[config.mk]
export PLATFORM = sky130hd
export DESIGN_NAME = full_adder
export DESIGN_NICKNAME = d
export VERILOG_FILES = /design/src/rtl/full_adder_pkg.sv /design/src/rtl/full_adder_fa_cell.sv /design/src/rtl/full_adder.sv
export SDC_FILE = /design/constraint.sdc
export NUM_CORES = 1
export LEC_CHECK = 0
export CAP_MARGIN = 20
export CORE_AREA = 2 2 39 41
export CTS_CLUSTER_SIZE = 30
export DETAILED_ROUTE_END_ITERATION = 16
export DIE_AREA = 0 0 41 43
export PLACE_DENSITY = 0.31
export RECOVER_POWER = 100
export SLEW_MARGIN = 20
export SYNTH_ARGS = -nofsm -noshare
export SYNTH_HDL_FRONTEND = slang
export SYNTH_SLANG_ARGS = --single-unit
[constraint.sdc]
create_clock -name clk -period 0.8 [get_ports clk]
set_clock_uncertainty 0.2 [all_clocks]
set_input_delay 0.24 -clock clk [delete_from_list [all_inputs] [get_ports clk]]
set_output_delay 0.24 -clock clk [all_outputs]
set_load 0.005 [all_outputs]
[src/rtl/full_adder_pkg.sv]
// Shared defaults and slice-geometry helpers for the pipelined full adder.
package full_adder_pkg;

  localparam int unsigned DefWidth  = 1;
  localparam int unsigned DefStages = 1;

  // Bits of the carry chain handled by each pipeline stage (ceiling division).
  function automatic int unsigned slice_width(input int unsigned width,
                                              input int unsigned stages);
    return (width + stages - 1) / stages;
  endfunction

  function automatic int unsigned stage_of_bit(input int unsigned bit_idx,
                                               input int unsigned width,
                                               input int unsigned stages);
    return bit_idx / slice_width(width, stages);
  endfunction

endpackage

[src/rtl/full_adder_fa_cell.sv]
// One-bit combinational full-adder cell; the ripple chain is built from these.
module fa_cell (
  input  logic x,
  input  logic y,
  input  logic ci,
  output logic s,
  output logic co
);

  assign s  = x ^ y ^ ci;
  assign co = (x & y) | (x & ci) | (y & ci);

endmodule

[src/rtl/full_adder.sv]
// Pipelined ripple-carry adder: the carry chain is cut into STAGES slices, with
// operand bits delayed ahead of their slice and sum bits delayed behind it.
module full_adder
  import full_adder_pkg::*;
#(
  parameter int unsigned WIDTH  = DefWidth,
  parameter int unsigned STAGES = DefStages
) (
  input  logic             clk,
  input  logic             rst_n,
  input  logic             in_valid,
  input  logic [WIDTH-1:0] X,
  input  logic [WIDTH-1:0] Y,
  input  logic             Cin,
  output logic             out_valid,
  output logic [WIDTH-1:0] Sum,
  output logic             Cout,
  output logic             Ovf
);

  localparam int unsigned SliceW   = slice_width(WIDTH, STAGES);
  localparam int unsigned MsbStage = stage_of_bit(WIDTH - 1, WIDTH, STAGES);
  localparam int unsigned MsbDepth = STAGES - MsbStage;

  // v_pipe[k] is the valid bit presented to stage k; v_pipe[STAGES] is the output.
  logic [STAGES-1:0] valid_q;
  logic [STAGES:0]   v_pipe;

  assign v_pipe    = {valid_q, in_valid};
  assign out_valid = v_pipe[STAGES];

  always_ff @(posedge clk or negedge rst_n) begin
    if (!rst_n) begin
      valid_q <= '0;
    end else begin
      valid_q <= v_pipe[STAGES-1:0];
    end
  end

  logic [WIDTH-1:0] cell_x;
  logic [WIDTH-1:0] cell_y;
  logic [WIDTH-1:0] cell_ci;
  logic [WIDTH-1:0] cell_s;
  logic [WIDTH-1:0] cell_co;
  logic [MsbStage:0] stage_ci;

  assign stage_ci[0] = Cin;

  // Carry leaving slice k-1 is registered and feeds the first cell of slice k.
  for (genvar k = 1; k <= MsbStage; k++) begin : g_carry
    logic carry_q;

    always_ff @(posedge clk or negedge rst_n) begin
      if (!rst_n) begin
        carry_q <= 1'b0;
      end else if (v_pipe[k-1]) begin
        carry_q <= cell_co[k*SliceW-1];
      end
    end

    assign stage_ci[k] = carry_q;
  end

  for (genvar i = 0; i < WIDTH; i++) begin : g_bit
    localparam int unsigned St    = stage_of_bit(i, WIDTH, STAGES);
    localparam int unsigned Depth = STAGES - St;

    logic [St:0]    x_sh;
    logic [St:0]    y_sh;
    logic [Depth-1:0] s_q;
    logic [Depth:0]   s_sh;

    if (St == 0) begin : g_direct
      assign x_sh = X[i];
      assign y_sh = Y[i];
    end else begin : g_delay
      logic [St-1:0] x_q;
      logic [St-1:0] y_q;

      assign x_sh = {x_q, X[i]};
      assign y_sh = {y_q, Y[i]};

      always_ff @(posedge clk or negedge rst_n) begin
        if (!rst_n) begin
          x_q <= '0;
          y_q <= '0;
        end else begin
          for (int unsigned j = 0; j < St; j++) begin
            if (v_pipe[j]) begin
              x_q[j] <= x_sh[j];
              y_q[j] <= y_sh[j];
            end
          end
        end
      end
    end

    assign cell_x[i] = x_sh[St];
    assign cell_y[i] = y_sh[St];

    if (i % SliceW == 0) begin : g_slice_head
      assign cell_ci[i] = stage_ci[St];
    end else begin : g_slice_body
      assign cell_ci[i] = cell_co[i-1];
    end

    fa_cell u_cell (
      .x  (cell_x[i]),
      .y  (cell_y[i]),
      .ci (cell_ci[i]),
      .s  (cell_s[i]),
      .co (cell_co[i])
    );

    // Completed sum bit rides the remaining stages; the last register is the output.
    assign s_sh = {s_q, cell_s[i]};

    always_ff @(posedge clk or negedge rst_n) begin
      if (!rst_n) begin
        s_q <= '0;
      end else begin
        for (int unsigned j = 0; j < Depth; j++) begin
          if (v_pipe[St+j]) begin
            s_q[j] <= s_sh[j];
          end
        end
      end
    end

    assign Sum[i] = s_sh[Depth];
  end

  // Cout and Ovf are both known once the MSB slice resolves.
  logic [MsbDepth-1:0] co_q;
  logic [MsbDepth-1:0] ov_q;
  logic [MsbDepth:0]   co_sh;
  logic [MsbDepth:0]   ov_sh;

  assign co_sh = {co_q, cell_co[WIDTH-1]};
  assign ov_sh = {ov_q, cell_ci[WIDTH-1] ^ cell_co[WIDTH-1]};

  always_ff @(posedge clk or negedge rst_n) begin
    if (!rst_n) begin
      co_q <= '0;
      ov_q <= '0;
    end else begin
      for (int unsigned j = 0; j < MsbDepth; j++) begin
        if (v_pipe[MsbStage+j]) begin
          co_q[j] <= co_sh[j];
          ov_q[j] <= ov_sh[j];
        end
      end
    end
  end

  assign Cout = co_sh[MsbDepth];
  assign Ovf  = ov_sh[MsbDepth];

endmodule

==> flow_summary_export.csv <==
group,metric,value,unit
power_and_ir_drop,power_density,1987,nW/um2
sta,layout_setup_ws,-376.7,ps
setup_path,start_kind,"register",
sta,max_freq,849.8,MHz
drt,drt_wl_total,352,um
cells_and_area,final_common_cell,"buf_2",
sta,slew_headroom,87.44,%
cells_and_area,syn_to_final_growth,107.0,%
die,rows,14,
cells_and_area,antenna_cells,0,
drt,dr.first_iter.drc_count,0,
sta,min_period_over_period,147.1,%
run,drv_cap,0,
drt,drc,0,
die,die_h,43,um
drt,vias,139,
die,dieArea,1763,um2
yosys,synth_area,160.2,um2
clock_network,holdBufCountCts,0,
cells_and_area,final_cell_mix,"6 x buf_2, 5 x buf_4, 4 x dfrtp_1",
yosys,synth_nets,17,
setup_path,cp_slowest_cell,"dfrtp_1",
die,io_pins,10,
clock_network,clkTransAtPathRegs,40,ps
drt,wl_per_cell,8.000,um
sta,rsz0062_at_grt,"yes",
die,core,1384,um2
yosys,synth_area_leaders,"dfrtp_1 63%, mux2_2 14%, fa_1 13%",
sta,finalSetupTns,-2296,ps
sta,holdWs,80.82,ps
drt,antenna_left,0,
cells_and_area,final_nets,37,
setup_path,critPathKind,"register to output pin",
die,start_util,11.57,%
grt,antenna_found_initial,0,
clock_network,cts-buffers-inserted,3,
clock_network,cts.htree.levels,1,
setup_path,path_buf_inv,1,
worst_hold_path,hold_path_class,"input port to asynchronous set/reset pin",
placed_design,dp.cells,39,
outcome,status,"finished, violations left",
cells_and_area,drive_above_1_share,75.00,%
sta,setup_viol,7,
grt,grt_pass1_wl,489,um
yosys,synth.avg_cell_area,16.02,um2
yosys,yosys_warnings,0,
grt,use_met1,4.545,%
setup_path,worstPathRequired,360,ps
clock_network,cts.sinks,4,
yosys,ys_seq_area_share,62.50,%
grt,grt_pass1_vias,145,
outcome,violations,"negative setup slack",
cells_and_area,fin_cells,44,
grt,track_usage,4.733,%
yosys,yosysTopAreaCell,"dfrtp_1",
sta,hold_viol_final,0,
sta,slew_violations,0,
setup_path,crit_chain,"buf_2",
die,die_x,41,um
drt,vias_per_cell,3.159,
placed_design,dp_slack,-954.6,ps
sta,post-route-min-period,1177,ps
yosys,ys_ff_latch,4,
yosys,syn-instance-count,10,
clock_network,cts_buffer_depth,2,
setup_path,slowest_delay,380,ps
setup_path,cp-end-kind,"output pin",
power_and_ir_drop,ir_worst_vdd,0.0004252,V
setup_path,critPathTopFamily,"flip-flops",
grt,grt_use_met3,3.665,%
grt,globalRoute.totalOverflow,0,
grt,busiest_layer,"met4",
drt,first_pass_iters,1,
grt,grt_max_degree,5,
placed_design,finalWeightedCongestion,0.5154,
setup_path,arrival,740,ps
clock_network,clkLatencyLatePin,230,ps
clock_network,tritoncts,"yes",
sta,worst_slew_pin_slew,187.8,ps
setup_path,cp_max_fo,2,
clock_network,cts-root-buf,"clkbuf_4",
grt,grtUsageMet2,5.313,%
yosys,synth_top_area_share,62.50,%
power_and_ir_drop,power.leakage,0.1625,nW
placed_design,port_buffers,9,
yosys,yosysUniqueCellTypes,6,
cells_and_area,fin_util,23.96,%
## where the power goes
part / switching [mW] / leakage [nW] / total [mW] / internal, mW
combinational: 0.0529 / 0.103 / 0.172 / 0.119
clock: 0.0762 / 0.0138 / 0.244 / 0.167
sequential: 0.0136 / 0.0462 / 0.243 / 0.230
total: 0.143 / 0.162 / 0.659 / 0.516
## layout make-up
class / instances / area (um2)
tap: 16 / 20.02
clock buffer: 3 / 22.52
timing repair buffer: 15 / 108.9
multi-input combinational: 6 / 80.08
fill: 147 / 1052
sequential: 4 / 100.1
## state kept, by name, indices dropped and copies added, names as in the netlist
register   cells
Cout           1
Ovf            1
Sum            1
out_valid      1
## metrics by stage
stage               power, mW  instance area (um2)
CTS                    0.6541                314.1
global placement       0.4104                306.5
global route           0.7096                331.6
finish                 0.6587                331.6
floorplan              0.2843                166.4
detailed placement     0.4098                306.5
## Yosys cell counts
cell	n
xnor2_1	1
mux2_2	2
a21oi_1	1
dfrtp_1	4
fa_1	1
nor2_1	1
## final timing paths
path,slack [ps],endpoint,start,cells past startpoint
setup / recovery,-380,Sum,Sum,1
hold / removal,80,out_valid,rst_n,1
min in group clk,160,out_valid,in_valid,1
max in group asynchronous,150,Ovf,rst_n,1
hold reg to reg,400,Sum,Sum,2
setup reg to reg,-270,Cout,Cout,2
## metal layers
layer	part of all wire, %	routed length [um]	up-vias
met5	0	0	-
met4	0	0	0
met3	20	70	0
met2	40	141	9
met1	39	139	61
li1	-	-	69
## cell families after synthesis
group / share of synthesized area [%]
flops: 62.50
fa+ha+maj: 12.50
compound gates: 3.122
mux: 14.06
simple gates: 2.342
xor+xnor: 5.470
## what timing repair did
action,CTS,global route
resized for setup,33,1
pin swaps,1,1
setup endpoints to repair,8,7
endpoints found under the hold margin,0,0
buffers inserted,1,2
Note: power is estimated with default switching activity, not from simulation.
